==> src/rtl/panel_scan.sv <==
// panel_scan: HUB75 scan engine for a 32x32 panel (1/16 multiplexed).
// Reads the double-buffered 12-bit frame RAM, applies 4-bit binary-coded
// modulation per colour and drives the panel shift/latch/blank pins.
//
// Ports:
//   clk            panel clock
//   rst            synchronous reset, active high
//   enable         scan enable; a drop finishes the current display period, then idles
//   buffer_select  requested display buffer, sampled only at frame boundaries
//   buffer_current buffer currently being displayed
//   rd_addr        frame RAM address {buffer, row[4:0], col[4:0]}
//   rd_data        frame RAM data (one clock after rd_addr), R[11:8] G[7:4] B[3:0]
//   frame_done     one-clock pulse on the last display clock of a frame
//   r0/g0/b0       upper-half pixel bit for the current bit plane
//   r1/g1/b1       lower-half pixel bit for the current bit plane
//   a              row address
//   blank          output disable (1 = dark)
//   latch          latch strobe
//   sclk           shift clock
module panel_scan #(
  parameter int unsigned BASE_TIME = 32
) (
  input  logic        clk,
  input  logic        rst,
  input  logic        enable,
  input  logic        buffer_select,
  output logic        buffer_current,
  output logic [10:0] rd_addr,
  input  logic [11:0] rd_data,
  output logic        frame_done,
  output logic        r0,
  output logic        g0,
  output logic        b0,
  output logic        r1,
  output logic        g1,
  output logic        b1,
  output logic [3:0]  a,
  output logic        blank,
  output logic        latch,
  output logic        sclk
);

  localparam int unsigned KW         = 8;    // shift-phase clock counter width
  localparam int unsigned SHIFT_LAST = 129;  // last clock of the shift phase
  localparam int unsigned COL_END    = 128;  // first k past the column fetch window
  localparam int unsigned SCLK_FIRST = 4;    // first k carrying a shift clock
  localparam int unsigned DCW        = $clog2(BASE_TIME * 8);

  typedef enum logic [1:0] {
    S_IDLE,
    S_SHIFT,
    S_LATCH,
    S_DISPLAY
  } state_t;

  state_t         state, state_d;
  logic [KW-1:0]  k, k_d;
  logic [DCW-1:0] dcnt, dcnt_d;
  logic [3:0]     row, row_d;
  logic [1:0]     plane, plane_d;
  logic [11:0]    upper_q;

  logic           buf_d;
  logic [10:0]    rd_addr_d;
  logic [3:0]     a_d;
  logic           blank_d, latch_d, sclk_d, frame_done_d;
  logic           col_active;

  // Index of the last display clock for a given bit plane.
  function automatic logic [DCW-1:0] disp_last(input logic [1:0] p);
    return DCW'((BASE_TIME << p) - 1);
  endfunction

  // Next-state logic; outputs are derived from the next state so that the
  // registered pins line up with the cycle they describe.
  always_comb begin
    state_d      = state;
    k_d          = k;
    dcnt_d       = dcnt;
    row_d        = row;
    plane_d      = plane;
    buf_d        = buffer_current;
    rd_addr_d    = rd_addr;
    a_d          = a;
    blank_d      = 1'b1;
    latch_d      = 1'b0;
    sclk_d       = 1'b0;
    frame_done_d = 1'b0;

    unique case (state)
      S_IDLE: begin
        if (enable) begin
          state_d = S_SHIFT;
          k_d     = '0;
          row_d   = '0;
          plane_d = '0;
          buf_d   = buffer_select;
        end
      end
      S_SHIFT: begin
        if (k == KW'(SHIFT_LAST)) begin
          state_d = S_LATCH;
        end else begin
          k_d = k + KW'(1);
        end
      end
      S_LATCH: begin
        state_d = S_DISPLAY;
        dcnt_d  = '0;
      end
      S_DISPLAY: begin
        if (dcnt == disp_last(plane)) begin
          k_d = '0;
          // Row counter wraps 15 -> 0 on its own at the end of a frame.
          if (plane == 2'd3) begin
            plane_d = '0;
            row_d   = row + 4'd1;
          end else begin
            plane_d = plane + 2'd1;
          end
          if (!enable) begin
            state_d = S_IDLE;
          end else begin
            state_d = S_SHIFT;
            if (plane == 2'd3 && row == 4'hF) begin
              buf_d = buffer_select;
            end
          end
        end else begin
          dcnt_d = dcnt + DCW'(1);
        end
      end
      default: state_d = S_IDLE;
    endcase

    blank_d = (state_d != S_DISPLAY);
    latch_d = (state_d == S_LATCH);
    // Two-clock-wide shift pulse at k = 4c+4, 4c+5.
    sclk_d  = (state_d == S_SHIFT) && (k_d >= KW'(SCLK_FIRST)) && !k_d[1];
    if (latch_d) begin
      a_d = row_d;
    end
    // Upper pixel address at k = 4c, lower (row+16) at k = 4c+1.
    if (state_d == S_SHIFT && k_d < KW'(COL_END) && !k_d[1]) begin
      rd_addr_d = {buf_d, k_d[0], row_d, k_d[6:2]};
    end
    frame_done_d = (state_d == S_DISPLAY) && (dcnt_d == disp_last(plane_d)) &&
                   (plane_d == 2'd3) && (row_d == 4'hF);
  end

  // State and control-pin registers.
  always_ff @(posedge clk) begin
    if (rst) begin
      state          <= S_IDLE;
      k              <= '0;
      dcnt           <= '0;
      row            <= '0;
      plane          <= '0;
      buffer_current <= 1'b0;
      rd_addr        <= '0;
      a              <= '0;
      blank          <= 1'b1;
      latch          <= 1'b0;
      sclk           <= 1'b0;
      frame_done     <= 1'b0;
    end else begin
      state          <= state_d;
      k              <= k_d;
      dcnt           <= dcnt_d;
      row            <= row_d;
      plane          <= plane_d;
      buffer_current <= buf_d;
      rd_addr        <= rd_addr_d;
      a              <= a_d;
      blank          <= blank_d;
      latch          <= latch_d;
      sclk           <= sclk_d;
      frame_done     <= frame_done_d;
    end
  end

  assign col_active = (state == S_SHIFT) && (k < KW'(COL_END));

  // Pixel pipeline: upper pixel arrives at k = 4c+1, lower at k = 4c+2;
  // both halves update together so the pins change at k = 4c+3.
  always_ff @(posedge clk) begin
    if (rst) begin
      upper_q <= '0;
      r0      <= 1'b0;
      g0      <= 1'b0;
      b0      <= 1'b0;
      r1      <= 1'b0;
      g1      <= 1'b0;
      b1      <= 1'b0;
    end else begin
      if (col_active && k[1:0] == 2'd1) begin
        upper_q <= rd_data;
      end
      if (col_active && k[1:0] == 2'd2) begin
        r0 <= upper_q[4'd8 + 4'(plane)];
        g0 <= upper_q[4'd4 + 4'(plane)];
        b0 <= upper_q[4'(plane)];
        r1 <= rd_data[4'd8 + 4'(plane)];
        g1 <= rd_data[4'd4 + 4'(plane)];
        b1 <= rd_data[4'(plane)];
      end
    end
  end

endmodule

==> config.mk <==
export PLATFORM = sky130hd
export DESIGN_NAME = panel_scan
export DESIGN_NICKNAME = d
export VERILOG_FILES = /design/src/rtl/panel_scan.sv
export SDC_FILE = /design/constraint.sdc
export NUM_CORES = 1
export LEC_CHECK = 0
export ABC_AREA = 1
export BUFFER_PORTS_ARGS = -buffer_cell sky130_fd_sc_hd__buf_2
export CORE_ASPECT_RATIO = 1.4
export CORE_MARGIN = 3
export CORE_UTILIZATION = 50
export DETAILED_ROUTE_END_ITERATION = 8
export GPL_TIMING_DRIVEN = 1
export HOLD_SLACK_MARGIN = 0.06
export PLACE_DENSITY = 0.75
export SYNTH_ARGS = -nofsm -noshare
export SYNTH_HDL_FRONTEND = slang
export SYNTH_SLANG_ARGS = --single-unit
==> constraint.sdc <==
create_clock -name clk -period 2.58 [get_ports clk]
set_input_delay 0.516 -clock clk [delete_from_list [all_inputs] [get_ports clk]]
set_output_delay 0.516 -clock clk [all_outputs]
set_load 0.01 [all_outputs]
==> run summary, run 1 <==
Routed WL -> 8.34 mm
Crit path arrival time -> 2.65 ns
# setup viols final -> 0
Post-CTS Hold Buffers -> 0
clock power share -> 39.7%
Critical Path RT -> 2.82 ns
CTS tree -> done
Max Cap Viol -> 0
largest net degree at the start of global routing -> 33
post-route clock skew -> 0.00777 ns
Yosys cell types -> 36
WL per Instance -> 12.4 um
syn nets -> 548
clock latency on the worst-skew pair -> 0.34 ns
initial DRC count -> 226
clock-pin slew on the worst setup and hold paths -> 0.07 ns
clock buffer depth -> 2
FMAX -> 0.414 GHz
chip height -> 105 um
Startpoint Class -> flip-flop
post-route ant nets -> 0
routed vias -> 3463
status -> finished clean
filler instances -> 627
clock root cell -> clkbuf_8
Hold Path Class -> flip-flop to flip-flop
sequential fraction of the synthesis area -> 35.7%
final hold violation count -> 0
DR DRC count -> 0
post-synthesis register bit count -> 62
Int Pwr -> 0.00164 W
placed cell area -> 3810 um2
sw frac -> 26.1%
power share of the sequential group -> 46.1%
dpl ws -> 0.172 ns
final period utilization -> 93.6%
first-pass GRT wire length -> 14.1 mm
slew of the pin with the lowest slew margin -> 0.621 ns
Hold Slack -> 0.440 ns
total iterations of the first detailed-routing run -> 6
Psw -> 0.000580 W
Comb power frac -> 14.1%
final core utilization -> 61.1%
Leak -> 1.93 nW
die area -> 8010 um2
layout cell share with drive strength beyond 1 -> 18.3%
H-tree depth -> 3
reg2reg path depth -> 14
Syn Inst Count -> 519
post-route cell area -> 4070 um2
vias per inst -> 5.17
Peak supply drop -> 0.000513 V
Final Max Slew Viols -> 0
post-layout min period -> 2.41 ns
row cnt -> 35
Avg Inst Size Synth -> 6.70 um2
# IOs -> 42
dpl hpwl -> 6.04 mm
Ant. Diodes -> 0
Crit Path Class -> flip-flop to flip-flop
Synth Warn # -> 0
cts bufs inserted -> 9
slew margin rel. -> 58.6%
# port buffers -> 41
Placer Congestion -> 0.853
Chip Width -> 76.5 um
Layout area overhead -> 16.9%
vias in the first global route -> 3250
power density over the cells -> 546 nW/um2
WHS Path Cells -> 2
grt total ovfl -> 0
core area -> 6660 um2
footprint of the multi-input gates -> 1880 um2
antenna violations before repair -> 0
Crit. End Element -> flip-flop
Final Worst Setup Slack -> 0.166 ns
Netlist Area Pre-Place -> 3480 um2
worst-path fanout max -> 8
CTS sink count -> 62
Reg area -> 1240 um2
Starting Density -> 52.3%
final layout net count -> 603
total global-route track usage -> 21.6%
## final timing paths
| check | from | end | slack, ns |
|---|---|---|---|
| setup / recovery | plane[1] | sclk | 0.17 |
| hold / removal | upper_q[8] | upper_q[8] | 0.44 |
| setup reg to reg | plane[1] | sclk | 0.17 |
| hold reg to reg | upper_q[8] | upper_q[8] | 0.44 |
## power groups by stage
stage	sequential, W	clock [W]	combinational [W]
after global routing	0.00103	0.000941	0.000351
after CTS	0.00102	0.000896	0.000291
after detailed placement	0.00105	0	0.000287
after floorplan	0.00106	0	0.000195
after global placement	0.00104	0	0.000280
final	0.00102	0.000882	0.000314
## sequential cells by signal, summed over array words and instances, names as in the netlist
name	flops
plane	2
buffer_current	1
blank	1
dcnt	8
r1	1
b1	1
row	4
r0	1
k	8
state	2
frame_done	1
sclk	1
g1	1
a	4
rd_addr	11
latch	1
b0	1
g0	1
upper_q	12
## routing by layer
layer / up-vias / wire length (um) / share of wire (%) / GRT usage [%]
met5: - / 0 / 0 / 0
met4: 0 / 154 / 1.8 / 10.1
met3: 14 / 473 / 5.7 / 3.97
met2: 111 / 4040 / 48 / 36.5
met1: 1581 / 3670 / 44 / 26.3
li1: 1757 / - / - / -
## synthesized netlist by cell type (all sizes together)
cell,number,area (um2)
nand2,112,448
nor2,86,398
inv,76,285
dfxtp,62,1240
o21ai,49,260
a21oi,43,219
nand3,38,218
ha,13,163
clkbuf,9,33.8
nand4,5,31.3
buf,4,32.5
nor3,4,20.0
o22ai,3,18.8
or2,3,18.8
a22oi,2,15.0
clkinv,2,12.5
xnor2,2,17.5
xor2,2,17.5
and2,1,6.26
nand3b,1,7.51
nor3b,1,7.51
o21a,1,7.51
## worst max-delay path, stage by stage (launching register included)
cell and delay, ns:
dfxtp_1 0.41, inv_1 0.13, ha_1 0.26, inv_2 0.10, nand2_1 0.05, nand2_1 0.07, nand3_2 0.12, nor2_8 0.19
nor2_4 0.08, nor2_4 0.11, nand2_1 0.16, a21oi_1 0.32, nand3_1 0.12, nor2_1 0.12, nor2_1 0.05
## cells by family after synthesis
logic type | share of synthesized area (%)
buffers and inverters | 10.5
and+or+nand+nor | 33.2
AOI/OAI and AO/OA | 15.0
adders and majority gates | 4.68
xor gates and xnor gates | 1.01
DFF | 35.7
## final cells by class
type                            count  area share, %
Inverter                           78           7.33
Clock buffer                       12           4.06
Multi-Input combinational cell    366           46.2
Timing Repair Buffer               57           8.00
Tap cell                           92           2.83
Clock inverter                      3           1.05
Sequential cell                    62           30.5
## placed cells by master (no fill, tap or decap), types with 2 or more instances in the layout
cell type    n
nand3_2      3
o21ai_1      5
buf_4       16
or2_2        3
inv_1       73
clkbuf_8    12
buf_2       41
nor2_1      75
nand2_1    103
nor2_4       5
a22oi_1      2
nand3_1     34
xor2_1       2
dfxtp_1     62
o21ai_0     42
nor2_2       4
nand2_2      8
nand4_1      5
nor2_8       2
nor3_1       4
xnor2_1      2
inv_2        3
a21oi_1     42
ha_1        13
o22ai_1      3
## per-stage QoR
step	power [W]	setup TNS, ns	instances
detailed placement	0.00133	0	649
CTS	0.00221	0	664
finish	0.00222	0	670
global placement	0.00132	0	649
floorplan	0.00125	0	519
global route	0.00232	-0.0313	670
## repair_timing
item,CTS,global route
setup buffers,0,6
setup endpoints to repair,0,11
gates resized for setup,0,1
(Power assumes the default switching activity.)
==> inputs of run 2 (changes only) <==
--- a/config.mk
+++ b/config.mk
@@ -5,9 +5,8 @@
 export SDC_FILE = /design/constraint.sdc
 export NUM_CORES = 1
 export LEC_CHECK = 0
-export ABC_AREA = 1
 export BUFFER_PORTS_ARGS = -buffer_cell sky130_fd_sc_hd__buf_2
-export CORE_ASPECT_RATIO = 1.4
+export CAP_MARGIN = 20
 export CORE_MARGIN = 3
 export CORE_UTILIZATION = 50
 export DETAILED_ROUTE_END_ITERATION = 8
==> run summary, run 2 <==
status -> finished clean
Yosys cell types -> 68
placed cells -> 525
largest net degree at the start of global routing -> 44
setup TNS -> 0 ns
unrepaired setup endpoints after global routing -> no
Ant. Diodes -> 0
biggest regs -> upper_q: 12 flops, rd_addr: 11 flops
final period utilization -> 96.2%
# setup viols final -> 0
H-tree depth -> 3
Startpoint Class -> flip-flop
filler instances -> 518
post-route ant nets -> 0
layout cell share with drive strength beyond 1 -> 26.0%
commonest cells in the synthesized netlist -> dfxtp_1 (62), nor2_1 (40), nand2_1 (30)
CTS tree -> done
Crit Path Class -> flip-flop to flip-flop
post-route clock skew -> 0.00743 ns
Crit. End Element -> flip-flop
first-pass GRT wire length -> 14.1 mm
Hold Path Class -> input port to flip-flop
met1 Track Usage GR -> 27.2%
post-layout min period -> 2.48 ns
EDFF count, synth -> 0
post-synthesis register bit count -> 62
Avg Inst Size Synth -> 8.98 um2
Max Cap Viol -> 0
Critical Path RT -> 2.82 ns
# port buffers -> 41
global routing usage on met2 -> 34.1%
core area -> 6570 um2
DR DRC count -> 0
Placer Congestion -> 0.937
cts bufs inserted -> 9
max reg flops -> 12
Synth async-reset ratio -> 0%
clock-pin slew on the worst setup and hold paths -> 0.07 ns
Synth Flop Type -> dfxtp_1
Post-CTS Hold Buffers -> 0
Crit path arrival time -> 2.73 ns
grt met3 use -> 3.92%
vias per inst -> 5.78
antenna violations before repair -> 0
die area -> 8050 um2
clock root cell -> clkbuf_8
slew margin rel. -> 49.3%
Chip Width -> 89.7 um
slew of the pin with the lowest slew margin -> 0.761 ns
row cnt -> 29
power density over the cells -> 575 nW/um2
Cell Chain, Critical Path -> buf_4 -> ha_1 -> xnor2_2 -> and2_2 -> buf_4 -> a211o_1 -> xor2_1 -> a2111o_1 -> nor4_1
grt total ovfl -> 0
most frequent cell after synthesis -> dfxtp_1
total iterations of the first detailed-routing run -> 5
WL per Instance -> 15.5 um
clock buffer depth -> 2
commonest non-fill, non-tap cell in the layout -> dfxtp_1
most frequent cells in the layout -> dfxtp_1 (61), buf_2 (41), nor2_1 (40)
Final Max Slew Viols -> 0
Layout area overhead -> 20.9%
Peak supply drop -> 0.000328 V
clock latency on the worst-skew pair -> 0.34 ns
chip height -> 89.7 um
initial DRC count -> 198
crit-path most repeated cell -> buf_4
sequential fraction of the synthesis area -> 35.4%
CP max-delay cell -> a211o_1
Routed WL -> 8.43 mm
routed vias -> 3141
Starting Density -> 53.3%
Leak -> 1.70 nW
CTS sink count -> 62
Syn Inst Count -> 390
final hold violation count -> 0
Largest Register -> upper_q
worst-path fanout max -> 12
Netlist Area Pre-Place -> 3500 um2
GR peak layer -> met2
cell accounting for the most synthesized area -> dfxtp_1
Synth top area share -> 35.4%
total global-route track usage -> 21.0%
vias in the first global route -> 2920
final layout net count -> 474
CP max stage delay -> 0.34 ns
post-route insts no fill -> 543
syn nets -> 419
FMAX -> 0.403 GHz
# IOs -> 42
dpl hpwl -> 6.04 mm
largest cells by area after synthesis -> dfxtp_1 (35%), ha_1 (4.6%), nor2_1 (4.3%)
Synth Warn # -> 0
==> run 2: changes by cell type in the layout (fill, tap and decap cells not counted), sizes merged, moves of 15 or more <==
cell,before,now
o21ai,49,11
nand2,112,30
nor2,86,41
nor2b,0,15
nand3,38,23
inv,76,11
==> run 2: worst paths after layout <==
check	startpoint	endpoint	slack, ns	cells after the start
worst min-delay path	rd_data[4]	upper_q[4]	0.44	3
worst max register to register	plane[1]	frame_done	0.1	9
worst min register to register	upper_q[4]	upper_q[4]	0.46	2
worst max-delay path	plane[1]	frame_done	0.1	9
==> run 2: power breakdown <==
part | total, W | internal (W) | switching, W
Clock | 0.00118 | 0.000794 | 0.000389
Combinational | 0.000270 | 0.000115 | 0.000155
Sequential | 0.000984 | 0.000973 | 0.0000106
==> run 2: layout make-up <==
type | count | area [um2] | share of cell area, %
multi-input combinational | 295 | 2150 | 50.8
clock inverter | 5 | 129 | 3.04
clock buffer | 11 | 151 | 3.57
inverter | 11 | 41.3 | 0.975
timing repair buffer | 66 | 405 | 9.57
tap | 93 | 116 | 2.75
sequential | 62 | 1240 | 29.3
==> run 2: stage by stage <==
step | hold slack, ns | power (W) | util (%) | instance area (um2) | worst slack [ns]
5_1_grt | 0.438 | 0.00253 | 64.5 | 4240 | 0.0115
2_1_floorplan | 0.433 | 0.00118 | - | 3550 | 0.00788
3_3_place_gp | 0.441 | 0.00126 | 59.9 | 3930 | 0.175
4_1_cts | 0.422 | 0.00244 | 64.2 | 4210 | 0.100
6_report | 0.437 | 0.00244 | 64.5 | 4240 | 0.0970
3_5_place_dp | 0.445 | 0.00126 | 59.9 | 3930 | 0.119
==> run 2: cells by family (layout without fill, tap and decap cells) <==
| kind of cell | after synthesis | after routing | share of synthesized area (%) |
|---|---|---|---|
| and+or+nand+nor | 159 | 159 | 23.3 |
| AOI/OAI and AO/OA | 89 | 89 | 18.9 |
| DFF | 62 | 62 | 35.4 |
| buffers and inverters | 33 | 93 | 4.07 |
| muxes | 28 | 28 | 11.9 |
| adders and majority gates | 13 | 13 | 4.64 |
| xor gates and xnor gates | 6 | 6 | 1.71 |
==> run 2: critical path, delay by kind of cell (launching register included) <==
family | cells | cell delay [ns]
AOI/OAI and AO/OA | 2 | 0.68
and+or+nand+nor | 2 | 0.49
buffers and inverters | 2 | 0.35
DFF | 1 | 0.33
xor gates and xnor gates | 2 | 0.31
adders and majority gates | 1 | 0.24
==> run 2: per-layer routing <==
layer	share of wire [%]	vias to the layer above
li1	-	1542
met3	5.6	13
met2	47	120
met5	0	-
met1	45	1466
met4	1.6	0
==> run 2: what timing repair did <==
action | in CTS | in global routing
resized for setup | 0 | 1
setup buffers | 0 | 2
endpoints found under the setup margin | 0 | 11
